### config.mk
export PLATFORM = sky130hd
export DESIGN_NAME = chnl_smpl_pack
export DESIGN_NICKNAME = d
export VERILOG_FILES = /design/src/rtl/chnl_smpl_pkg.sv /design/src/rtl/chnl_sync.sv /design/src/rtl/chnl_smpl_pack.sv
export SDC_FILE = /design/constraint.sdc
export NUM_CORES = 1
export LEC_CHECK = 0
export BUFFER_PORTS_ARGS = -buffer_cell sky130_fd_sc_hd__buf_2
export CORE_MARGIN = 2
export CORE_UTILIZATION = 49
export CTS_CLUSTER_DIAMETER = 40
export CTS_CLUSTER_SIZE = 28
export DETAILED_ROUTE_END_ITERATION = 16
export GPL_TIMING_DRIVEN = 0
export PLACE_DENSITY = 0.75
export RECOVER_POWER = 25
export SLEW_MARGIN = 20
export SYNTH_ARGS = -nofsm -noshare
export SYNTH_HDL_FRONTEND = slang
export SYNTH_SLANG_ARGS = --single-unit
### constraint.sdc
create_clock -name clk -period 2.1 [get_ports clk]
set_input_delay 0.315 -clock clk [delete_from_list [all_inputs] [get_ports clk]]
set_output_delay 0.315 -clock clk [all_outputs]
set_load 0.005 [all_outputs]
### src/rtl/chnl_smpl_pkg.sv
// Shared constants and types for the multi-channel comparator sampler.
// Optional trigger feature in chnl_smpl_pack is enabled by CHNL_SMPL_TRIG_EN.
package chnl_smpl_pkg;

    localparam int unsigned NCH_DEF      = 5;
    localparam int unsigned SPW_DEF      = 4;
    localparam int unsigned DECW_DEF     = 8;
    localparam int unsigned SYNC_STG_DEF = 2;

    typedef struct packed {
        logic h;
        logic l;
    } smpl_pair_t;

    // Bits occupied by one channel inside a packed output word.
    function automatic int unsigned fld_w(input int unsigned spw);
        return 2 * spw;
    endfunction

endpackage

### src/rtl/chnl_sync.sv
// Vectorised multi-flop synchroniser; every bit is an independent SYNC_STG-deep chain.
module chnl_sync #(
    parameter int unsigned W        = 1,
    parameter int unsigned SYNC_STG = 2
) (
    input  logic         clk,
    input  logic         rst_n,
    input  logic [W-1:0] d,
    output logic [W-1:0] q
);

    logic [SYNC_STG-1:0][W-1:0] stg;

    always_ff @(posedge clk or negedge rst_n) begin
        if (!rst_n) begin
            stg <= '0;
        end else begin
            stg <= {stg[SYNC_STG-2:0], d};
        end
    end

    assign q = stg[SYNC_STG-1];

endmodule

### src/rtl/chnl_smpl_pack.sv
// Comparator-pair sampler: synchronise, decimate, pack SPW samples/channel, valid/ready out.
// Define CHNL_SMPL_TRIG_EN to add the per-channel rising-edge trigger output trig_rise.
module chnl_smpl_pack
    import chnl_smpl_pkg::*;
#(
    parameter int unsigned NCH      = NCH_DEF,
    parameter int unsigned SPW      = SPW_DEF,   // must be >= 2
    parameter int unsigned DECW     = DECW_DEF,
    parameter int unsigned SYNC_STG = SYNC_STG_DEF
) (
    input  logic                          clk,
    input  logic                          rst_n,
    input  logic                          arm,
    input  logic [DECW-1:0]               decim,
    input  logic [NCH-1:0]                CH_H,
    input  logic [NCH-1:0]                CH_L,
    output logic [NCH-1:0]                CH_Hff,
    output logic [NCH-1:0]                CH_Lff,
    output logic [NCH*fld_w(SPW)-1:0]     smpl_word,
    output logic                          smpl_vld,
    input  logic                          smpl_rdy,
    output logic                          ovfl,
    input  logic                          clr_ovfl
`ifdef CHNL_SMPL_TRIG_EN
    ,
    output logic [NCH-1:0]                trig_rise
`endif
);

    localparam int unsigned FW  = fld_w(SPW);
    localparam int unsigned WW  = NCH * FW;
    localparam int unsigned AW  = FW - 2;
    localparam int unsigned PCW = (SPW > 1) ? $clog2(SPW) : 1;

    logic [DECW-1:0]  cnt;
    logic [PCW-1:0]   pcnt;
    logic [NCH*AW-1:0] acc;

    logic             strobe_c;
    logic             word_done_c;
    logic             accept_c;
    logic             load_c;
    logic             drop_c;
    smpl_pair_t [NCH-1:0] pair_c;
    logic [WW-1:0]    acc_nxt_c;
    logic [NCH*AW-1:0] acc_shift_c;

    chnl_sync #(.W(NCH), .SYNC_STG(SYNC_STG)) u_sync_h (
        .clk   (clk),
        .rst_n (rst_n),
        .d     (CH_H),
        .q     (CH_Hff)
    );

    chnl_sync #(.W(NCH), .SYNC_STG(SYNC_STG)) u_sync_l (
        .clk   (clk),
        .rst_n (rst_n),
        .d     (CH_L),
        .q     (CH_Lff)
    );

    assign strobe_c    = arm && (cnt >= decim);
    assign word_done_c = strobe_c && (pcnt == PCW'(SPW - 1));
    assign accept_c    = smpl_vld && smpl_rdy;
    assign load_c      = word_done_c && (!smpl_vld || smpl_rdy);
    assign drop_c      = word_done_c && smpl_vld && !smpl_rdy;

    // Newest sample enters each channel field at the MSBs; the oldest leaves at the LSBs.
    for (genvar c = 0; c < NCH; c++) begin : g_ch
        assign pair_c[c] = smpl_pair_t'({CH_Hff[c], CH_Lff[c]});
        assign acc_nxt_c[c*FW +: FW] = {pair_c[c], acc[c*AW +: AW]};
    end

    // Accumulator keeps only the SPW-1 most recent samples; the word is completed combinationally.
    always_comb begin
        acc_shift_c = '0;
        for (int unsigned c = 0; c < NCH; c++) begin
            acc_shift_c[c*AW +: AW] = acc_nxt_c[c*FW + 2 +: AW];
        end
    end

    always_ff @(posedge clk or negedge rst_n) begin
        if (!rst_n) begin
            cnt       <= '0;
            pcnt      <= '0;
            acc       <= '0;
            smpl_word <= '0;
            smpl_vld  <= 1'b0;
            ovfl      <= 1'b0;
        end else begin
            if (!arm || strobe_c) begin
                cnt <= '0;
            end else begin
                cnt <= cnt + DECW'(1);
            end

            if (!arm) begin
                pcnt <= '0;
                acc  <= '0;
            end else if (strobe_c) begin
                pcnt <= word_done_c ? '0 : pcnt + PCW'(1);
                acc  <= acc_shift_c;
            end

            if (load_c) begin
                smpl_word <= acc_nxt_c;
                smpl_vld  <= 1'b1;
            end else if (accept_c) begin
                smpl_vld  <= 1'b0;
            end

            // A drop in the same cycle as a clear leaves the flag set.
            if (drop_c) begin
                ovfl <= 1'b1;
            end else if (clr_ovfl) begin
                ovfl <= 1'b0;
            end
        end
    end

`ifdef CHNL_SMPL_TRIG_EN
    logic [NCH-1:0] prev_h;

    always_ff @(posedge clk or negedge rst_n) begin
        if (!rst_n) begin
            prev_h    <= '0;
            trig_rise <= '0;
        end else begin
            trig_rise <= strobe_c ? (CH_Hff & ~prev_h) : '0;
            if (!arm) begin
                prev_h <= '0;
            end else if (strobe_c) begin
                prev_h <= CH_Hff;
            end
        end
    end
`endif

endmodule

==> metrics.yaml, run 1 <==
cts_tree: "yes"
rows: 32
drc: 0
synth_nets: 345
port-buffer-count: 74
worst-endpoint-arrival_ns: 2.47
dieArea_um2: 8840
dieWidth_um: 94.0
ant_nets: 0
vias_per_cell: 5.18
avgSynthCellArea_um2: 12.7
synth_warnings: 0
clk_latency_ns: 0.36
worst_path_max_delay_cell: "dfrtp_1"
antenna_found_initial: 0
cp_slowest_stage_delay_ns: 0.41
grt_pass1_vias: 2627
ir_worst_vdd_mv: 0.488
fmax_mhz: 451
failed_checks: "negative setup slack"
synth_area_um2: 3970
outcome: "finished with violations"
ys_seq_area_share_pct: 64.3
period_share_pct: 106
netlist_instances: 312
cts.sinks: 102
place_congestion: 0.766
hp-class: "primary input to register"
crit_path_start_kind: "register"
skew_ns: 0.00468
drive_above_1_share_pct: 37.9
slew_viol_final: 0
crit_chain: "inv_2 -> ha_4 -> nand2b_4 -> a2111oi_4 -> o21bai_4 -> nand4_1 -> buf_6 -> clkbuf_16 -> mux2_4"
hold_viol_final: 0
cp_max_fo: 6
synth_area_leaders: "dfrtp_1 64%, mux2_1 11%, nand3_1 5.9%"
antennaDiodeCount: 0
ctsHtreeMaxLevel: 3
leakage_nw: 2.79
rsz0062_at_grt: "true"
synth-edff-count: 0
final.setup.worst_slack_ns: -0.118
grt_pass1_wl_um: 12800
core_um2: 7770
grt_start_max_net_pins: 59
cts_buffer_depth: 2
wire_per_inst_um: 15.6
cp.required_ns: 2.35
clkTransAtPathRegs_ns: 0.09
cts_buffers: 9
globalRouteOverflowTotal: 0
async_flop_share_pct: 100
track_usage_pct: 18.9
max_cap_violations: 0
die-height_um: 94.0
slew_headroom_pct: 26.3
nets: 441
critical_path_class: "register to register"
ys_types: 25
cts_root_buffer: "clkbuf_8"
vias: 2662
pre_cts_ws_ns: -0.290
dp_cells: 489
first_pass_iters: 4
yosysTopAreaCell: "dfrtp_1"
finalSetupViolCount: 32
ys.flop_type: "dfrtp_1"
area_delta_synth_final_pct: 27.2
place_hpwl_um: 5200
io_pins: 75
tightest_slew_ns: 1.11
critPathCaptureType: "register"
p_per_area_nw_per_um2: 698
min_period_ns: 2.22
drtIter0Drc: 159
synth-seq-cells: 102
hold_ws_ns: 0.0522
initial_core_util_pct: 51.1
finalNonFillerCells: 514
wl_um: 8030
yosysTopAreaCellShare_pct: 64.3
==> cell usage in the layout (no fill, tap or decap), types with 3 or more instances in the layout <==
cell,count
buf_4,20
o21ai_1,4
mux2_4,30
o21ai_0,18
clkbuf_1,4
clkbuf_8,11
nand2_1,26
xor2_1,4
buf_2,74
ha_1,9
nor2_1,7
mux2_1,10
inv_1,9
and3_1,3
nand3_1,47
dfrtp_1,102
==> critical path: cells and delay by family, from the launching register on <==
kind | cells | cell delay (ns)
simple gates | 2 | 0.28
buf+inv | 3 | 0.46
fa+ha+maj | 1 | 0.19
mux | 1 | 0.29
flops | 1 | 0.41
compound gates | 2 | 0.47
==> worst paths after layout <==
| path | startpoint | endpoint | slack (ns) | cells after the start |
|---|---|---|---|---|
| min in group asynchronous | rst_n | smpl_word[16] | 0.70 | 2 |
| min reg2reg | u_sync_l.stg[2] | u_sync_l.q[2] | 0.35 | 0 |
| min | CH_L[3] | u_sync_l.stg[3] | 0.05 | 1 |
| max reg2reg | cnt[0] | smpl_word[4] | -0.12 | 9 |
| max | cnt[0] | smpl_word[4] | -0.12 | 9 |
| max in group asynchronous | rst_n | cnt[0] | 0.58 | 3 |
==> per-stage QoR <==
| stage | utilization [%] | setup TNS (ns) | area [µm²] | power (W) |
|---|---|---|---|---|
| floorplan | - | -0.372 | 3980 | 0.00212 |
| CTS | 62.9 | -2.90 | 4890 | 0.00353 |
| finish | 65.0 | -2.75 | 5050 | 0.00352 |
| global route | 65.0 | -5.72 | 5050 | 0.00364 |
| detailed placement | 58.1 | -12.12 | 4510 | 0.00221 |
| global placement | 57.6 | -36.31 | 4480 | 0.00220 |
==> sequential cells by signal, summed over array words and instances, names as in the netlist, 2 cells and up <==
| name | flops |
|---|---|
| acc | 30 |
| cnt | 8 |
| pcnt | 2 |
| smpl_word | 40 |
| u_sync_h.q | 5 |
| u_sync_h.stg | 5 |
| u_sync_l.q | 5 |
| u_sync_l.stg | 5 |
==> layout make-up <==
cell class | instances | area (µm²)
Clock buffer | 11 | 151
Buffer | 26 | 206
Fill cell | 594 | 2720
Clock inverter | 4 | 70.1
Sequential cell | 102 | 2550
Timing Repair Buffer | 86 | 542
Tap cell | 102 | 128
Inverter | 10 | 37.5
Multi-Input combinational cell | 173 | 1360
==> power by group <==
| part | internal [W] | total [W] | switching [W] |
|---|---|---|---|
| clock network | 0.000725 | 0.00134 | 0.000612 |
| logic | 0.0000802 | 0.000181 | 0.000100 |
| registers | 0.00199 | 0.00201 | 0.0000169 |
==> synthesized netlist by cell type, types with 3 or more instances <==
library cell and number:
nand3_1 47, o21ai_0 22, dfrtp_1 102, inv_1 10, clkbuf_1 7, and3_1 3, ha_1 10, buf_2 8
mux2_1 40, nor2_1 7, xor2_1 4, nand2_1 26, buf_4 10
==> layer usage <==
| metal | vias to the layer above | routed length, µm | share of wire [%] | global-route usage, % |
|---|---|---|---|---|
| met3 | 12 | 457 | 5.7 | 5.38 |
| met1 | 1317 | 3570 | 44 | 25.0 |
| met5 | - | 0 | 0 | 0 |
| met4 | 0 | 127 | 1.6 | 5.68 |
| li1 | 1252 | - | - | - |
| met2 | 81 | 3870 | 48 | 30.5 |
==> cells by family (layout without fill, tap and decap cells) <==
logic type,after synthesis,in the layout,share of synthesized area [%]
buffers and inverters,37,137,4.70
flip-flops,102,102,64.3
multiplexers,40,40,11.3
adder cells (fa/ha/maj),10,10,3.15
XOR/XNOR,6,6,1.32
AND/OR/NAND/NOR,87,87,10.2
AO/OA/AOI/OAI,30,30,5.01
==> what timing repair did <==
| action | CTS | global route |
|---|---|---|
| pin swaps | 3 | 3 |
| endpoints found under the hold margin | 44 | 0 |
| gates resized for setup | 23 | 39 |
| gates cloned | 1 | 2 |
| endpoints found under the setup margin | 61 | 78 |
| hold buffers | 1 | 0 |
| buffers inserted | 5 | 2 |
(Power assumes the default switching activity.)
==> run 2, diff against run 1 <==
--- a/config.mk
+++ b/config.mk
@@ -5,14 +5,17 @@
 export SDC_FILE = /design/constraint.sdc
 export NUM_CORES = 1
 export LEC_CHECK = 0
+export ABC_CLOCK_PERIOD_IN_PS = 2100
 export BUFFER_PORTS_ARGS = -buffer_cell sky130_fd_sc_hd__buf_2
+export CELL_PAD_IN_SITES_DETAIL_PLACEMENT = 0
+export CELL_PAD_IN_SITES_GLOBAL_PLACEMENT = 1
 export CORE_MARGIN = 2
-export CORE_UTILIZATION = 49
+export CORE_UTILIZATION = 39
 export CTS_CLUSTER_DIAMETER = 40
 export CTS_CLUSTER_SIZE = 28
 export DETAILED_ROUTE_END_ITERATION = 16
 export GPL_TIMING_DRIVEN = 0
-export PLACE_DENSITY = 0.75
+export PLACE_DENSITY_LB_ADDON = 0.1
 export RECOVER_POWER = 25
 export SLEW_MARGIN = 20
 export SYNTH_ARGS = -nofsm -noshare
==> run 2 against run 1 <==
  * The flow still finishes with violations (negative setup slack)
  * Sequential power about the same
  * Sequential share of layout area down 0.050 points
  * First-iteration DRC count down 45%
  * Combinational power down 3%
  * Core utilization down 14 points
  * Count of clock-buffer cells in the layout down 2
  * Final cell count up 6.0%
  * Die area up 25%
  * Clock skew up 0.0063 ns
  * Power down 2.3%
  * Via count down 2.0%
  * Largest power group unchanged
==> metrics.yaml, run 2 (synthesis results as in run 1) <==
finish.utilization_pct: 51.5  # -14 points
path_buf_inv: 2  # -1
failed_checks: "negative setup slack"
hold_depth: 1  # unchanged
seq_area_um2: 2550  # about the same
p_per_area_nw_per_um2: 681  # -2.5%
tightest_slew_ns: 0.970  # -0.136 ns
reg2reg_depth: 8  # -1
vias_per_cell: 4.79  # -7.6%
area_delta_synth_final_pct: 27.4
drive_above_1_share_pct: 40.0  # +2.2 points
min_period_ns: 2.16  # -0.0580 ns
worst_path_max_delay_cell: "dfrtp_1"
initial_core_util_pct: 40.4  # -11 points
place_hpwl_um: 5420  # +4.3%
ir_worst_vdd_mv: 0.360  # -26%
cp.required_ns: 2.35  # about the same
hold_ws_ns: 0.0447  # -0.00744 ns
seqPwrFrac_pct: 58.3  # +1.4 points
fmax_mhz: 463  # +2.7%
timing.rr.end: "smpl_word[0]"
comb_power_share_pct: 5.1  # about the same
max_cap_violations: 0  # unchanged
fill_cells: 941  # +58%
intPower_w: 0.00263  # -5.9%
io_pins: 75  # unchanged
min_to: "u_sync_l.stg[1]"
cts.sinks: 102  # unchanged
globalRouteOverflowTotal: 0  # unchanged
cts_root_buffer: "clkbuf_8"
rsz0062_at_grt: "true"
port-buffer-count: 74  # unchanged
slew_viol_final: 0  # unchanged
critPathCaptureType: "register"
cts_buffers: 9  # unchanged
track_usage_pct: 15.7  # -3.2 points
antennaDiodeCount: 0  # unchanged
vias: 2608  # -2.0%
final.setup.worst_slack_ns: -0.0595  # +0.0580 ns
multi_input_area_um2: 1390  # +1.8%
dieArea_um2: 11000  # +25%
drtIter0Drc: 87  # -45%
period_share_pct: 103  # -2.8 points
reg.largest.list: "smpl_word x40, acc x30, cnt x8"
finalSetupViolCount: 40  # +25%
worst-endpoint-arrival_ns: 2.41  # -0.06 ns
clkTransAtPathRegs_ns: 0.10  # about the same
r2r_slack_ns: -0.06  # +0.06 ns
fin_setup_tns_ns: -1.79  # +0.959 ns
die-height_um: 105  # +12%
dieWidth_um: 105  # +12%
crit_family: "compound AO/OA/AOI/OAI gates"
rows: 36  # +13%
first_pass_iters: 4  # unchanged
clkPwrFrac_pct: 36.7  # -1.3 points
largest_reg_flops: 40  # unchanged
hold_viol_final: 0  # unchanged
place_congestion: 0.724  # -5.4%
drc: 0  # unchanged
final_common_cell: "dfrtp_1"
outcome: "finished with violations"
grtUsageMet1_pct: 23.5  # -1.5 points
grt_start_max_net_pins: 67  # +14%
critical_path_class: "register to register"
wl_um: 8040  # +0.15%
cp_slowest_stage_delay_ns: 0.41  # about the same
cts_tree: "yes"
clk_latency_ns: 0.36  # about the same
worstReg2RegStart: "cnt[7]"
top_register: "smpl_word"
cp_max_fo: 10  # +4
p_sw_w: 0.000812  # +11%
layout_common_cells: "101 x dfrtp_1, 75 x buf_2, 47 x nand3_1"
skew_ns: 0.0110  # +0.00633 ns
ctsHtreeMaxLevel: 3  # unchanged
worstSetupPathDepth: 8  # -1
hp-class: "primary input to register"
ant_nets: 0  # unchanged
nets: 440  # -0.23%
leakage_nw: 2.77  # -0.40%
core_um2: 9820  # +26%
grt_pass1_vias: 2626  # -0.038%
antenna_found_initial: 0  # unchanged
grt_pass1_wl_um: 13600  # +6.5%
swShare_pct: 23.6  # +2.9 points
slew_headroom_pct: 35.4  # +9.1 points
crit_path_start_kind: "register"
min_from: "CH_L[1]"
met3_usage_pct: 4.12  # -1.3 points
wire_per_inst_um: 14.7  # -5.5%
grtUsageMet2_pct: 22.4  # -8.1 points
cts_buffer_depth: 2  # unchanged
busiest_layer: "met1"
crit_chain: "ha_1 -> nand2_1 -> a211o_1 -> o21bai_4 -> nand4_1 -> buf_6 -> buf_12 -> mux2_4"
run 2: worst max-delay path by stage:
stage	from	to	slack [ns]
finish	cnt[7]	smpl_word[0]	-0.06
floorplan	cnt[0]	smpl_word[0]	-0.009
detailed placement	cnt[0]	smpl_word[4]	-0.29
global route	cnt[0]	smpl_word[0]	-0.17
global placement	rst_n	u_sync_l.stg[1]	-0.41
CTS	cnt[0]	smpl_word[20]	-0.11
run 2: metrics by stage:
| step | setup slack (ns) | instance area (µm²) | total power [W] | instances |
|---|---|---|---|---|
| after floorplan | -0.00930 | 3980 | 0.00212 | 312 |
| after global placement | -0.409 | 4520 | 0.00220 | 519 |
| after detailed placement | -0.290 | 4550 | 0.00222 | 520 |
| after CTS | -0.111 | 4970 | 0.00349 | 542 |
| after global routing | -0.170 | 5060 | 0.00360 | 545 |
| final | -0.0595 | 5060 | 0.00344 | 545 |
run 2: power by group through the flow:
stage / combinational, W / sequential [W] / clock [W]
after floorplan: 0.0000762 / 0.00204 / 0
after global placement: 0.000158 / 0.00205 / 0
after detailed placement: 0.000169 / 0.00205 / 0
after CTS: 0.000181 / 0.00201 / 0.00130
after global routing: 0.000199 / 0.00201 / 0.00139
final: 0.000175 / 0.00201 / 0.00126
run 2: timing repair:
item | in CTS | in global routing
gates cloned | 2 | 0
hold buffers | 1 | 0
buffers inserted | 5 | 3
resized for setup | 41 | 22
pin swaps | 3 | 2
setup endpoints to repair | 69 | 78
endpoints found under the hold margin | 36 | 0
run 2: final cells by class:
cell class              count  share of cell area [%]
flip-flops and latches    102                    50.5
multi-input cells         173                    27.4
repair buffers             86                    10.2
plain buffers              25                    3.86
well taps                 133                    3.29
clock buffers               9                    2.45
clock inverters             7                    1.56
inverters                  10                   0.742
run 2: routing by layer:
metal	vias to the layer above	wire [µm]
met5	-	0
met4	0	88
met3	10	354
met2	52	3430
met1	1294	4160
li1	1252	-
